File: src/rtl/mprc_meta_tag_check.sv
// Tag compare stage for the 4-way, 64-set data cache metadata array.
// Ports: io_req (lookup in), meta_read/meta_resp (array), meta_write (snoop), io_resp (hit/victim out), io_err_multi_hit.
module mprc_meta_tag_check #(
  parameter int TAG_W = 20,
  parameter int IDX_W = 6,
  parameter int COH_W = 2,
  parameter int WAYS  = 4
) (
  input  logic             clk,
  input  logic             reset,
  input  logic             io_req_valid,
  output logic             io_req_ready,
  input  logic [IDX_W-1:0] io_req_bits_idx,
  input  logic [TAG_W-1:0] io_req_bits_tag,
  output logic             meta_read_valid,
  input  logic             meta_read_ready,
  output logic [IDX_W-1:0] meta_read_bits_idx,
  output logic [WAYS-1:0]  meta_read_bits_way_en,
  input  logic [TAG_W-1:0] meta_resp_tag_0,
  input  logic [TAG_W-1:0] meta_resp_tag_1,
  input  logic [TAG_W-1:0] meta_resp_tag_2,
  input  logic [TAG_W-1:0] meta_resp_tag_3,
  input  logic [COH_W-1:0] meta_resp_coh_state_0,
  input  logic [COH_W-1:0] meta_resp_coh_state_1,
  input  logic [COH_W-1:0] meta_resp_coh_state_2,
  input  logic [COH_W-1:0] meta_resp_coh_state_3,
  input  logic             meta_write_valid,
  input  logic [IDX_W-1:0] meta_write_bits_idx,
  input  logic [WAYS-1:0]  meta_write_bits_way_en,
  input  logic [TAG_W-1:0] meta_write_bits_data_tag,
  input  logic [COH_W-1:0] meta_write_bits_data_coh_state,
  output logic             io_resp_valid,
  input  logic             io_resp_ready,
  output logic             io_resp_bits_hit,
  output logic [WAYS-1:0]  io_resp_bits_hit_way,
  output logic [COH_W-1:0] io_resp_bits_hit_state,
  output logic [WAYS-1:0]  io_resp_bits_victim_way,
  output logic [TAG_W-1:0] io_resp_bits_victim_tag,
  output logic [COH_W-1:0] io_resp_bits_victim_state,
  output logic [IDX_W-1:0] io_resp_bits_idx,
  output logic [TAG_W-1:0] io_resp_bits_tag,
  output logic             io_err_multi_hit
);

  logic             s1_valid;
  logic [IDX_W-1:0] s1_idx;
  logic [TAG_W-1:0] s1_tag;
  logic             s2_valid;
  logic [7:0]       lfsr;

  logic s1_fire;
  logic req_fire;
  logic resp_fire;

  assign s1_fire   = s1_valid & (~s2_valid | io_resp_ready);
  assign io_req_ready =
    meta_read_ready & (~s1_valid | s1_fire);
  assign req_fire  = io_req_valid & io_req_ready;
  assign resp_fire = s2_valid & io_resp_ready;

  assign meta_read_valid       = req_fire;
  assign meta_read_bits_idx    = io_req_bits_idx;
  assign meta_read_bits_way_en = '1;
  assign io_resp_valid         = s2_valid;

  logic [TAG_W-1:0] rsp_tag [WAYS];
  logic [COH_W-1:0] rsp_st  [WAYS];

  assign rsp_tag[0] = meta_resp_tag_0;
  assign rsp_tag[1] = meta_resp_tag_1;
  assign rsp_tag[2] = meta_resp_tag_2;
  assign rsp_tag[3] = meta_resp_tag_3;
  assign rsp_st[0]  = meta_resp_coh_state_0;
  assign rsp_st[1]  = meta_resp_coh_state_1;
  assign rsp_st[2]  = meta_resp_coh_state_2;
  assign rsp_st[3]  = meta_resp_coh_state_3;

  logic [TAG_W-1:0] eff_tag [WAYS];
  logic [COH_W-1:0] eff_st  [WAYS];
  logic [WAYS-1:0]  fwd;
  logic [WAYS-1:0]  hit;
  logic [WAYS-1:0]  inv;

  // A write landing on the s1 set this cycle is newer than the array data.
  always_comb begin
    for (int w = 0; w < WAYS; w++) begin
      fwd[w] = meta_write_valid &
               (meta_write_bits_idx == s1_idx) &
               meta_write_bits_way_en[w];
      eff_tag[w] = fwd[w] ?
        meta_write_bits_data_tag : rsp_tag[w];
      eff_st[w] = fwd[w] ?
        meta_write_bits_data_coh_state : rsp_st[w];
      hit[w] = (eff_tag[w] == s1_tag) &
               (eff_st[w] != '0);
      inv[w] = (eff_st[w] == '0);
    end
  end

  logic [COH_W-1:0] hit_st;

  always_comb begin
    hit_st = '0;
    priority case (1'b1)
      hit[0]:  hit_st = eff_st[0];
      hit[1]:  hit_st = eff_st[1];
      hit[2]:  hit_st = eff_st[2];
      hit[3]:  hit_st = eff_st[3];
      default: hit_st = '0;
    endcase
  end

  logic [1:0]       vic_sel;
  logic [WAYS-1:0]  vic_way;
  logic [TAG_W-1:0] vic_tag;
  logic [COH_W-1:0] vic_st;

  // Prefer an empty way; fall back to pseudo-random when the set is full.
  always_comb begin
    vic_sel = lfsr[1:0];
    priority case (1'b1)
      inv[0]:  vic_sel = 2'd0;
      inv[1]:  vic_sel = 2'd1;
      inv[2]:  vic_sel = 2'd2;
      inv[3]:  vic_sel = 2'd3;
      default: vic_sel = lfsr[1:0];
    endcase
  end

  assign vic_way = WAYS'(1) << vic_sel;
  assign vic_tag = eff_tag[vic_sel];
  assign vic_st  = eff_st[vic_sel];

  logic multi;
  assign multi = |(hit & (hit - WAYS'(1)));

  logic lfsr_fb;
  assign lfsr_fb = lfsr[7] ^ lfsr[5] ^ lfsr[4] ^ lfsr[3];

  always_ff @(posedge clk or negedge reset) begin
    if (!reset) begin
      s1_valid <= 1'b0;
      s1_idx   <= '0;
      s1_tag   <= '0;
    end else if (req_fire) begin
      s1_valid <= 1'b1;
      s1_idx   <= io_req_bits_idx;
      s1_tag   <= io_req_bits_tag;
    end else if (s1_fire) begin
      s1_valid <= 1'b0;
    end
  end

  always_ff @(posedge clk or negedge reset) begin
    if (!reset) begin
      s2_valid                  <= 1'b0;
      io_resp_bits_hit          <= 1'b0;
      io_resp_bits_hit_way      <= '0;
      io_resp_bits_hit_state    <= '0;
      io_resp_bits_victim_way   <= '0;
      io_resp_bits_victim_tag   <= '0;
      io_resp_bits_victim_state <= '0;
      io_resp_bits_idx          <= '0;
      io_resp_bits_tag          <= '0;
    end else if (s1_fire) begin
      s2_valid                  <= 1'b1;
      io_resp_bits_hit          <= |hit;
      io_resp_bits_hit_way      <= hit;
      io_resp_bits_hit_state    <= hit_st;
      io_resp_bits_victim_way   <= vic_way;
      io_resp_bits_victim_tag   <= vic_tag;
      io_resp_bits_victim_state <= vic_st;
      io_resp_bits_idx          <= s1_idx;
      io_resp_bits_tag          <= s1_tag;
    end else if (resp_fire) begin
      s2_valid <= 1'b0;
    end
  end

  always_ff @(posedge clk or negedge reset) begin
    if (!reset) begin
      io_err_multi_hit <= 1'b0;
    end else if (s1_fire && multi) begin
      io_err_multi_hit <= 1'b1;
    end
  end

  // Replacement state only advances when a miss is handed off.
  always_ff @(posedge clk or negedge reset) begin
    if (!reset) begin
      lfsr <= 8'h01;
    end else if (resp_fire && !io_resp_bits_hit) begin
      lfsr <= {lfsr[6:0], lfsr_fb};
    end
  end

endmodule

File: config.mk
export PLATFORM = sky130hd
export DESIGN_NAME = mprc_meta_tag_check
export DESIGN_NICKNAME = d
export VERILOG_FILES = /design/src/rtl/mprc_meta_tag_check.sv
export SDC_FILE = /design/constraint.sdc
export NUM_CORES = 1
export LEC_CHECK = 0
export CORE_MARGIN = 2
export CORE_UTILIZATION = 40
export CTS_CLUSTER_SIZE = 8
export DETAILED_ROUTE_END_ITERATION = 8
export DONT_BUFFER_PORTS = 1
export SETUP_SLACK_MARGIN = 0.1
export SLEW_MARGIN = 5
export SYNTH_ARGS = -nofsm -noshare
export SYNTH_HDL_FRONTEND = slang
export SYNTH_SLANG_ARGS = --single-unit
File: constraint.sdc
create_clock -name clk -period 4.1 [get_ports clk]
set_input_delay 1.23 -clock clk [delete_from_list [all_inputs] [get_ports clk]]
set_output_delay 1.23 -clock clk [all_outputs]
set_load 0.05 [all_outputs]
* After elaboration in Yosys (flattened, before gate mapping)
Index checks and enable logic that the tools add are counted.
** Word-level totals
- Logic and storage cells :: 85
- Input bits :: 152
- Bits in registers :: 96
** Operators by class
- Magnitude comparators :: 1
- Equality and inequality tests :: 5
- Add/subtract/negate cells :: 1
- Bitwise logic cells :: 22
- Reductions and logical operators :: 15
- Shift operators :: 1
- Muxes and demuxes :: 26
** Operators with widths (count)
- $mux W20 :: 6
- $eq A20 B20 Y1 :: 4
- $bmux W20 S2 :: 1
- $mux W2 :: 14
- $and A1 B1 Y1 :: 13
- $reduce_bool A2 Y1 :: 6
- $logic_not A2 Y1 :: 4
- $reduce_or A4 Y1 :: 2
- $eq A6 B6 Y1 :: 1
- $and A4 B4 Y4 :: 1
- $bmux W2 S2 :: 1
- $mux W1 :: 4
- $shl A1 B2 Y4 const A :: 1
- $sub A4 B1 Y4 const B :: 1
- $ge A3 B3 Y1 const B :: 1
- $not A2 Y3 :: 1
- $xor A1 B1 Y1 :: 3
- $logic_and A1 B1 Y1 :: 2
- $not A1 Y1 :: 2
- $or A1 B1 Y1 :: 2
- $logic_not A1 Y1 :: 1

* Logic depth before layout (Yosys ltp)
Gate-level depths: netlist of the first run.
- Depth in word-level cells :: 13
- Depth in mapped cells :: 12
- Depth with buffers taken out :: 9

* Least setup slack after synthesis of the first run
OpenSTA, ideal clock, no wires.
- Path type :: input to output
- Start :: input port io_resp_ready
- End :: output port meta_read_valid
- Data required time :: 2.870 ns
- Slack :: 0.119 ns
- Arrival time :: 2.751 ns
- Stages on the path :: 5
- Cell sequence :: nand3b_1 -> and2_1 -> nand2_1 -> inv_1 -> clkbuf_1
** On the way
- Cells in the longest elaborated chain, start to end :: 5
** RTL lines
- start, declared :: line 33 : input logic io_resp_ready,
- $or A1 B1 Y1 :: line 55 : assign s1_fire = s1_valid & (~s2_valid | io_resp_ready);
- $and A1 B1 Y1 :: line 55
- $or A1 B1 Y1 :: line 57 : meta_read_ready & (~s1_valid | s1_fire);
- $and A1 B1 Y1 :: line 57
- via io_req_ready :: line 12 : output logic io_req_ready,
- $and A1 B1 Y1 :: line 58 : assign req_fire = io_req_valid & io_req_ready;
- end, declared :: line 15 : output logic meta_read_valid,
The timed path passes the listed nets, and every way through them passes these cells.

* Worst setup path in the final report of the first run
- Start :: input port meta_write_bits_idx[5]
- End :: register io_resp_bits_hit_state[1]
** On the way
- Cells in the longest elaborated chain, start to end :: 10
** RTL lines
- start, declared :: line 28 : input logic [IDX_W-1:0] meta_write_bits_idx,
- $eq A6 B6 Y1 (*) :: line 88 : (meta_write_bits_idx == s1_idx) &
- $and A1 B1 Y1 (*) :: line 87 : fwd[w] = meta_write_valid &
- $and A1 B1 Y1 :: line 88
- $mux W20 / $mux W2 (equally long branches) :: line 90, 92
- $eq A20 B20 Y1 / $reduce_bool A2 Y1 (equally long branches) :: line 94, 95
- $and A1 B1 Y1 :: line 94 : hit[w] = (eff_tag[w] == s1_tag) &
- $mux W2 (3 in series) :: line 104 : priority case (1'b1)
- $mux W2 (*) :: line 104
- end signal, assigned :: line 169 : io_resp_bits_hit_state <= hit_st;
- end, declared :: line 36 : output logic [COH_W-1:0] io_resp_bits_hit_state,
Mark *: on every way between the ends. The rest lies on a longest branch, timed or not.
A chain may end at the register's enable or synchronous reset.

==> run_results.csv, run 1 <==
group,metric,value,unit
grt,grt_pass1_wl,50.1,mm
grt,grt-ovfl-total,0,
floorplanning,fp-row-count,50,
layout,drive_above_1_share,0.106,
detailed_routing,final_antenna_net_count,0,
floorplanning,die_area,0.0200,mm2
layout,synthToLayoutAreaGrowth,11.3,%
detailed_routing,routed_wl,34.0,mm
clocking,cts_setup_buffers,0,
clocking,htreeDepth,3,
clocking,numCtsBuffers,9,
sta,rsz0062_at_grt,"false",
grt,gr-usage-met3,0.0942,
sta,hold_violations,0,
synthesis,synth_edf_count,0,
floorplanning,chipHeight,141,um
critical_path,worst-path-buf-inv,1,
status,status,"complete, no violations",
synthesis,synth-seq-cells,96,
floorplanning,core,0.0186,mm2
sta,min_period,3780,ps
placed_design,placed_area,0.00809,mm2
critical_path,worstSetupEndpointType,"flip-flop",
grt,grt_pass1_vias,7762,
synthesis,yosysWarnings,0,
grt,antenna_found_initial,0,
synthesis,synthTopCellsByArea,"dfrtp_1 (32%), nand2_1 (8.9%), o21ai_0 (4.7%)",
sta,fmax,264,MHz
synthesis,synth_top_area_cell,"dfrtp_1",
synthesis,ys_seq_area_frac,0.319,
placed_design,portBuffers,0,
clocking,path_clk_slew,80,ps
detailed_routing,drt_iter0_markers,847,
layout,antenna_cells,0,
synthesis,synth-async-reset-ratio,1.00,
grt,grt_start_max_net_pins,97,
critical_path,cpPeakStageDelay,560,ps
clocking,cts_sinks,96,
critical_path,crit_arrival,4040,ps
critical_path,path_class,"input pin to flip-flop",
sta,fin_skew,8.55,ps
grt,grt_util_all_layers,0.338,
detailed_routing,wl_per_cell,27.5,um
grt,grt_util_met2,0.538,
sta,tightest_slew,837,ps
critical_path,critPathMaxFanout,6,
layout,final_nets,1153,
layout,final_util,0.452,
floorplanning,io_pins,225,
clocking,worstSkewPairLatency,370,ps
worst_hold_path,hp-class,"flip-flop to flip-flop",
detailed_routing,drc,0,
clocking,cts_tree,"yes",
placed_design,gp_congestion,1.04,
sta,slew_headroom,0.442,
layout,design_area,0.00840,mm2
floorplanning,start_util,0.406,
synthesis,synth.most_common_cell,"nand2_1",
floorplanning,die_w,141,um
synthesis,syn_inst,1002,
power_and_ir_drop,p_leak,3.55,nW
synthesis,synth_cell_type_count,69,
detailed_routing,vias_per_cell,6.44,
synthesis,syn_area,0.00754,mm2
detailed_routing,vias,7980,
critical_path,worstSetupStartpointType,"input pin",
power_and_ir_drop,p_per_area,433,mW/mm2
grt,grt_busiest_layer,"met2",
clocking,cts_root_buf,"clkbuf_16",
clocking,clockBufferDepth,2,
power_and_ir_drop,max-vdd-ir-drop,250,uV
sta,maxSlewViolCount,0,
sta,finalSetupViolCount,0,
critical_path,slowest_stage,"or4b_1",
detailed_routing,dr.pass1.iters,8,
critical_path,cp_top_family,"simple AND/OR/NAND/NOR gates",
critical_path,cp_cell_sequence,"xor2_1 > or4b_1 > buf_4 > o21a_1 > or3_1 > a211oi_1 > or3b_1 > nand4bb_1 > o221a_2 > o31a_1",
critical_path,required,4350,ps
placed_design,dp_hpwl,27.1,mm
synthesis,synth_top_flop_cell,"dfrtp_1",
sta,finalCritPeriodShare,0.922,
synthesis,synth_top_area_frac,0.315,
grt,met1_usage,0.430,
synthesis,syn_area_per_cell,7.53,um2
synthesis,yosys-top-cells-count,"nand2_1 (178), dfrtp_1 (95), o21ai_0 (71)",
run,maxCapViolCount,0,
## logic make-up after synthesis
kind of cell / synth area share
buf+inv: 0.0604
flops: 0.319
fa+ha+maj: 0.00149
simple gates: 0.300
mux: 0.0476
other cells: 0.000497
xor+xnor: 0.0569
compound gates: 0.215
## per-layer routing
layer	share of wire	vias up
met4	0.045	0
met1	0.40	3846
li1	-	3592
met5	0	-
met3	0.10	90
met2	0.46	452
## cells in the final DEF, fill, tap and decap left out, types with 16 or more instances in the layout
cell type  instances
nand2_1          177
dfrtp_1           95
o21ai_0           70
nor2_1            65
a21oi_1           64
buf_4             57
nand2b_1          39
nor3_1            37
nand4_1           35
xnor2_1           33
inv_1             30
o22ai_1           29
mux2i_1           28
nand3_1           20
xor2_1            16
## metrics by stage
stage	hold slack (ps)	std cells	total power [mW]	setup slack (ps)	TNS [ps]
global route	528	1240	3.79	163	0
global placement	485	1224	2.75	-119	-150
CTS	513	1240	3.64	236	0
finish	513	1240	3.64	318	0
detailed placement	494	1224	2.75	-151	-224
floorplan	468	1005	2.40	119	0
## final cells by class
type	instances	area [um2]
inverters	31	116
repair buffers	64	568
well taps	234	293
multi-input cells	799	4710
flip-flops and latches	96	2400
fillers	1945	10200
clock inverters	7	77.6
clock buffers	9	225
## worst paths after layout
| check | from | to | slack (ps) | cells past startpoint |
|---|---|---|---|---|
| setup / recovery | meta_write_bits_idx[5] | io_resp_bits_hit_state[1]$_DFFE_PN0P_ | 320 | 10 |
| hold / removal | lfsr[6]$_DFFE_PN0P_ | lfsr[7]$_DFFE_PN0P_ | 510 | 1 |
| setup reg to reg | s1_idx[5]$_DFFE_PN0P_ | io_resp_bits_hit_state[1]$_DFFE_PN0P_ | 710 | 10 |
| hold reg to reg | lfsr[6]$_DFFE_PN0P_ | lfsr[7]$_DFFE_PN0P_ | 510 | 1 |
| max in group asynchronous | reset | lfsr[0]$_DFFE_PN1P_ | 3300 | 0 |
| min in group asynchronous | reset | io_resp_bits_tag[6]$_DFFE_PN0P_ | 550 | 0 |
## power by group
| group | internal (mW) | switching [mW] | total, mW |
|---|---|---|---|
| clock | 0.433 | 0.456 | 0.889 |
| combinational | 0.374 | 0.566 | 0.940 |
| sequential | 1.11 | 0.700 | 1.81 |
| total | 1.92 | 1.72 | 3.64 |
## sequential cells by signal (all words and copies together) (netlist names)
| register | count |
|---|---|
| io_resp_bits_victim_way | 4 |
| io_resp_bits_hit | 1 |
| io_err_multi_hit | 1 |
| io_resp_bits_idx | 6 |
| io_resp_bits_tag | 20 |
| io_resp_bits_hit_way | 4 |
| io_resp_valid | 1 |
| lfsr | 8 |
| io_resp_bits_victim_state | 2 |
| io_resp_bits_victim_tag | 20 |
| s1_valid | 1 |
| s1_idx | 6 |
| io_resp_bits_hit_state | 2 |
| s1_tag | 20 |
## timing repair
item | 4_1_cts | 5_1_grt
gates resized for setup | 0 | 3
hold buffers | 0 | 0
endpoints found under the hold margin | 0 | 0
endpoints found under the setup margin | 0 | 2
No activity file was read; power rests on OpenSTA's default activity.
==> run 2, diff against run 1 <==
--- a/config.mk
+++ b/config.mk
@@ -6,7 +6,7 @@
 export NUM_CORES = 1
 export LEC_CHECK = 0
 export CORE_MARGIN = 2
-export CORE_UTILIZATION = 40
+export CORE_UTILIZATION = 42
 export CTS_CLUSTER_SIZE = 8
 export DETAILED_ROUTE_END_ITERATION = 8
 export DONT_BUFFER_PORTS = 1
==> run_results.csv, run 2 (same netlist as run 1, synthesis figures left out) <==
group,metric,value,unit
power_and_ir_drop,p_leak,3.63,nW
sta,finalSetupViolCount,0,
placed_design,portBuffers,0,
grt,antenna_found_initial,0,
sta,layout_setup_ws,248,ps
layout,final_util,0.478,
clocking,cts_sinks,96,
power_and_ir_drop,seq_power_share,0.495,
layout,design_area,0.00850,mm2
sta,min_period,3850,ps
sta,rsz0062_at_grt,"false",
floorplanning,io_pins,225,
clocking,numCtsBuffers,9,
critical_path,worstSetupEndpointType,"flip-flop",
floorplanning,chipHeight,138,um
clocking,path_clk_slew,80,ps
floorplanning,core,0.0178,mm2
detailed_routing,drt_iter0_markers,841,
clocking,worstSkewPairLatency,370,ps
layout,antenna_cells,0,
power_and_ir_drop,clkPwrFrac,0.243,
detailed_routing,vias_per_cell,6.37,
sta,finalCritPeriodShare,0.939,
detailed_routing,routed_wl,34.5,mm
clocking,cts_hold_buf,0,
detailed_routing,final_antenna_net_count,0,
critical_path,worstSetupStartpointType,"input pin",
run,maxCapViolCount,0,
power_and_ir_drop,sw_frac_of_total,0.470,
layout,final_cell_mix,"nand2_1 (177), dfrtp_1 (95), buf_4 (72)",
clocking,cts_setup_buffers,0,
power_and_ir_drop,netSwitchingPower,1.72,mW
power_and_ir_drop,p_total,3.65,mW
grt,grt_pass1_wl,50.5,mm
detailed_routing,dr.pass1.iters,5,
placed_design,placed_area,0.00820,mm2
sta,setup_tns,0,ps
sta,tightest_slew,800,ps
layout,register_area,0.00240,mm2
clocking,cts_resized,0,
placed_design,dp_hpwl,27.6,mm
layout,drive_above_1_share,0.119,
layout,reg.largest.list,"io_resp_bits_tag x20, io_resp_bits_victim_tag x20, s1_tag x20",
clocking,clockBufferDepth,2,
sta,hold_violations,0,
sta,fin_skew,9.37,ps
floorplanning,start_util,0.424,
layout,n_fill_cell,1861,
detailed_routing,vias,7962,
critical_path,path_class,"input pin to flip-flop",
clocking,cts_tree,"yes",
power_and_ir_drop,max-vdd-ir-drop,293,uV
floorplanning,die_area,0.0191,mm2
layout,final_nets,1168,
clocking,htreeDepth,3,
power_and_ir_drop,p_per_area,430,mW/mm2
layout,multi_input_area,0.00471,mm2
critical_path,critPathMaxFanout,12,
status,status,"complete, no violations",
layout,synthToLayoutAreaGrowth,12.7,%
critical_path,crit_arrival,4090,ps
grt,grt_start_max_net_pins,97,
critical_path,required,4340,ps
sta,fmax,260,MHz
detailed_routing,wl_per_cell,27.6,um
grt,grt_util_all_layers,0.354,
grt,grt-ovfl-total,0,
floorplanning,fp-row-count,49,
detailed_routing,drc,0,
placed_design,gp_congestion,1.00,
power_and_ir_drop,p_int,1.94,mW
floorplanning,die_w,138,um
placed_design,pre_cts_ws,-101,ps
clocking,cts_root_buf,"clkbuf_16",
sta,slew_headroom,0.465,
layout,final_common_cell,"nand2_1",
worst_hold_path,hp-class,"flip-flop to flip-flop",
power_and_ir_drop,power_frac_comb,0.262,
grt,grt_pass1_vias,7707,
sta,maxSlewViolCount,0,
run 2: changes by cell type in the layout (fill, tap and decap cells not counted), sizes merged:
cell      previous run  this run
buf                 64        79
clkbuf               9        10
clkinv               4         5
clkinvlp             1         0
inv                 33        32
run 2: final timing paths:
check / from / endpoint / slack, ps / cells after the start
max: meta_write_bits_idx[5] / io_resp_bits_hit_state[0]$_DFFE_PN0P_ / 250 / 13
min: lfsr[6]$_DFFE_PN0P_ / lfsr[6]$_DFFE_PN0P_ / 510 / 1
max reg2reg: s1_tag[13]$_DFFE_PN0P_ / io_resp_bits_hit_state[0]$_DFFE_PN0P_ / 560 / 9
min reg2reg: lfsr[6]$_DFFE_PN0P_ / lfsr[6]$_DFFE_PN0P_ / 510 / 1
max in group asynchronous: reset / s1_tag[1]$_DFFE_PN0P_ / 3300 / 0
min in group asynchronous: reset / io_resp_bits_tag[19]$_DFFE_PN0P_ / 550 / 0
run 2: layout make-up:
cell class	instances	area share
tap	229	0.0337
multi-input combinational	799	0.554
timing repair buffer	79	0.0801
clock buffer	10	0.0281
inverter	31	0.0137
clock inverter	6	0.00736
sequential	96	0.283
run 2: critical path, cell delays in order:
cell and delay [ps]:
xor2_1 170, or4b_1 540, buf_4 180, buf_4 190, nor3_1 180, buf_4 140
buf_4 210, a221oi_1 100, o211ai_1 240, or3_4 220, nand2_1 80, a2111oi_0 480
nor2_1 110
run 2: metrics by stage:
| stage | std cells | hold WS, ps |
|---|---|---|
| 2_1_floorplan | 1005 | 468 |
| 3_3_place_gp | 1234 | 487 |
| 3_5_place_dp | 1234 | 493 |
| 4_1_cts | 1250 | 512 |
| 5_1_grt | 1250 | 530 |
| 6_report | 1250 | 509 |
run 2: layer usage:
metal,vias to the layer above,track usage,part of all wire
met4,0,0.141,0.040
met5,-,0,0
met3,75,0.0890,0.099
met1,3795,0.450,0.40
met2,465,0.580,0.46
li1,3627,-,-
run 2: power by group through the flow:
stage	sequential, mW	clock (mW)	combinational, mW
floorplan	1.73	0	0.679
global placement	1.83	0	0.940
detailed placement	1.83	0	0.937
CTS	1.81	0.902	0.939
global route	1.83	0.940	1.03
finish	1.81	0.889	0.956
==> run 3, diff against run 2 <==
--- a/config.mk
+++ b/config.mk
@@ -10,7 +10,6 @@
 export CTS_CLUSTER_SIZE = 8
 export DETAILED_ROUTE_END_ITERATION = 8
 export DONT_BUFFER_PORTS = 1
-export SETUP_SLACK_MARGIN = 0.1
 export SLEW_MARGIN = 5
 export SYNTH_ARGS = -nofsm -noshare
 export SYNTH_HDL_FRONTEND = slang
==> constraint.sdc (replaced) <==
create_clock -name clk -period 4.4 [get_ports clk]
set_input_delay 1.32 -clock clk [delete_from_list [all_inputs] [get_ports clk]]
set_output_delay 1.32 -clock clk [all_outputs]
set_load 0.05 [all_outputs]
==> run_results.csv, run 3 (same netlist as run 1, synthesis figures left out) <==
group,metric,value,unit
status,status,"complete, no violations",
layout,reg.largest.list,"io_resp_bits_tag x20, io_resp_bits_victim_tag x20, s1_tag x20",
floorplanning,die_w,138,um
critical_path,cpPeakStageDelay,480,ps
sta,setup_tns,0,ps
placed_design,placedCellCount,1205,
sta,fin_skew,9.01,ps
layout,final_nets,1139,
sta,tightest_slew,817,ps
critical_path,critical_path_cell_count,10,
power_and_ir_drop,p_leak,3.47,nW
power_and_ir_drop,p_per_area,407,mW/mm2
clocking,cts_hold_buf,0,
critical_path,worst-path-buf-inv,1,
layout,drive_above_1_share,0.0938,
sta,fmax,253,MHz
sta,whs,505,ps
worst_hold_path,hp-class,"flip-flop to flip-flop",
detailed_routing,final_antenna_net_count,0,
sta,maxSlewViolCount,0,
grt,antenna_found_initial,0,
floorplanning,io_pins,225,
layout,antenna_cells,0,
clocking,clockBufferDepth,2,
power_and_ir_drop,max-vdd-ir-drop,219,uV
critical_path,r2r_setup_slack,940,ps
floorplanning,die_area,0.0191,mm2
floorplanning,chipHeight,138,um
clocking,htreeDepth,3,
layout,layout.cells.non_filler,1221,
clocking,cts_root_buf,"clkbuf_16",
placed_design,placed_area,0.00796,mm2
floorplanning,start_util,0.424,
clocking,path_clk_slew,80,ps
sta,finalCritPeriodShare,0.897,
clocking,worstSkewPairLatency,370,ps
critical_path,worstSetupEndpointType,"flip-flop",
layout,multi_input_area,0.00471,mm2
grt,grt-ovfl-total,0,
critical_path,reg2reg_to,"io_err_multi_hit$_DFFE_PN0P_",
critical_path,path_class,"input pin to flip-flop",
placed_design,gp_congestion,1.02,
layout,synthToLayoutAreaGrowth,9.25,%
layout,final_cell_mix,"nand2_1 (177), dfrtp_1 (95), o21ai_0 (70)",
detailed_routing,dr.pass1.iters,5,
critical_path,worstSetupStartpointType,"input pin",
clocking,cts_resized,0,
critical_path,cp_top_family,"simple AND/OR/NAND/NOR gates",
sta,hold_violations,0,
layout,final_common_cell,"nand2_1",
critical_path,reg2reg_depth,10,
critical_path,critPathMaxFanout,25,
placed_design,dp_hpwl,27.7,mm
clocking,cts_sinks,96,
critical_path,r2r-start,"s1_idx[5]$_DFFE_PN0P_",
floorplanning,core,0.0178,mm2
sta,slew_headroom,0.453,
layout,design_area,0.00824,mm2
run,maxCapViolCount,0,
critical_path,required,4710,ps
detailed_routing,drc,0,
clocking,cts_setup_buffers,0,
detailed_routing,vias_per_cell,6.43,
clocking,numCtsBuffers,9,
detailed_routing,wl_per_cell,28.2,um
sta,rsz0062_at_grt,"false",
sta,finalSetupViolCount,0,
critical_path,crit_path_start,"meta_write_bits_idx[5]",
placed_design,portBuffers,0,
critical_path,critPathCapture,"io_err_multi_hit$_DFFE_PN0P_",
critical_path,crit_arrival,4250,ps
critical_path,slowest_stage,"a2111oi_0",
layout,register_area,0.00240,mm2
grt,grt_start_max_net_pins,97,
critical_path,cp_cell_sequence,"xor2_1 > nor4b_4 > buf_12 > nand3_1 > or3_1 > a2111oi_0 > nand4_1 > maj3_2 > o41ai_1 > a31o_1",
clocking,cts_tree,"yes",
grt,grt_pass1_wl,50.8,mm
grt,grt_util_all_layers,0.355,
detailed_routing,vias,7848,
layout,n_fill_cell,1825,
floorplanning,fp-row-count,49,
detailed_routing,drt_iter0_markers,861,
detailed_routing,routed_wl,34.4,mm
grt,grt_pass1_vias,7752,
sta,min_period,3950,ps
[run 3: cell count changes in the layout (fill, tap and decap cells not counted)]
cell      change
buf_4        -27
buf_12        -2
clkbuf_8      -1
clkinv_2      +1
clkinv_4      -1
clkinv_8      -1
inv_6         +1
inv_8         +1
[run 3: worst min path at each step]
| stage | slack (ps) | from | endpoint | depth (start not counted) |
|---|---|---|---|---|
| after floorplan | 470 | lfsr[1]$_DFFE_PN0P_ | lfsr[1]$_DFFE_PN0P_ | 2 |
| after CTS | 510 | lfsr[6]$_DFFE_PN0P_ | lfsr[7]$_DFFE_PN0P_ | 1 |
| final | 510 | lfsr[6]$_DFFE_PN0P_ | lfsr[7]$_DFFE_PN0P_ | 1 |
| after detailed placement | 490 | lfsr[2]$_DFFE_PN0P_ | lfsr[2]$_DFFE_PN0P_ | 1 |
| after global placement | 490 | lfsr[6]$_DFFE_PN0P_ | lfsr[7]$_DFFE_PN0P_ | 1 |
| after global routing | 530 | lfsr[6]$_DFFE_PN0P_ | lfsr[6]$_DFFE_PN0P_ | 1 |
[run 3: final cells by class]
class,count,share of cell area
tap,229,0.0348
inverter,31,0.0141
clock buffer,9,0.0273
multi-input combinational,799,0.571
sequential,96,0.292
clock inverter,7,0.00759
timing repair buffer,50,0.0531
[run 3: power by group]
group          switching [mW]  internal, mW  total (mW)
Combinational           0.542         0.333       0.875
Sequential              0.639          1.04        1.68
Clock                   0.411         0.398       0.809
Total                    1.59          1.77        3.36
[run 3: stage by stage]
step	power (mW)	setup WS, ps	util
finish	3.36	451	0.464
CTS	3.36	500	0.464
detailed placement	2.55	120	0.447
global placement	2.55	175	0.447
floorplan	2.24	239	-
global route	3.50	303	0.464
[run 3: worst register-to-register path, cell delays in order (launching register included)]
cell	delay, ps
dfrtp_1	420
xor2_1	220
nor4b_4	430
buf_12	230
nand3_1	290
or3_1	450
a2111oi_0	480
nand4_1	240
maj3_2	340
o41ai_1	90
a31o_1	210
[run 3: layer usage]
| layer | global-route usage | routed length [um] | vias to the layer above |
|---|---|---|---|
| met4 | 0.142 | 1370 | 0 |
| met3 | 0.109 | 3570 | 68 |
| met5 | 0 | 0 | - |
| met2 | 0.568 | 15800 | 478 |
| li1 | - | - | 3562 |
| met1 | 0.450 | 13600 | 3740 |
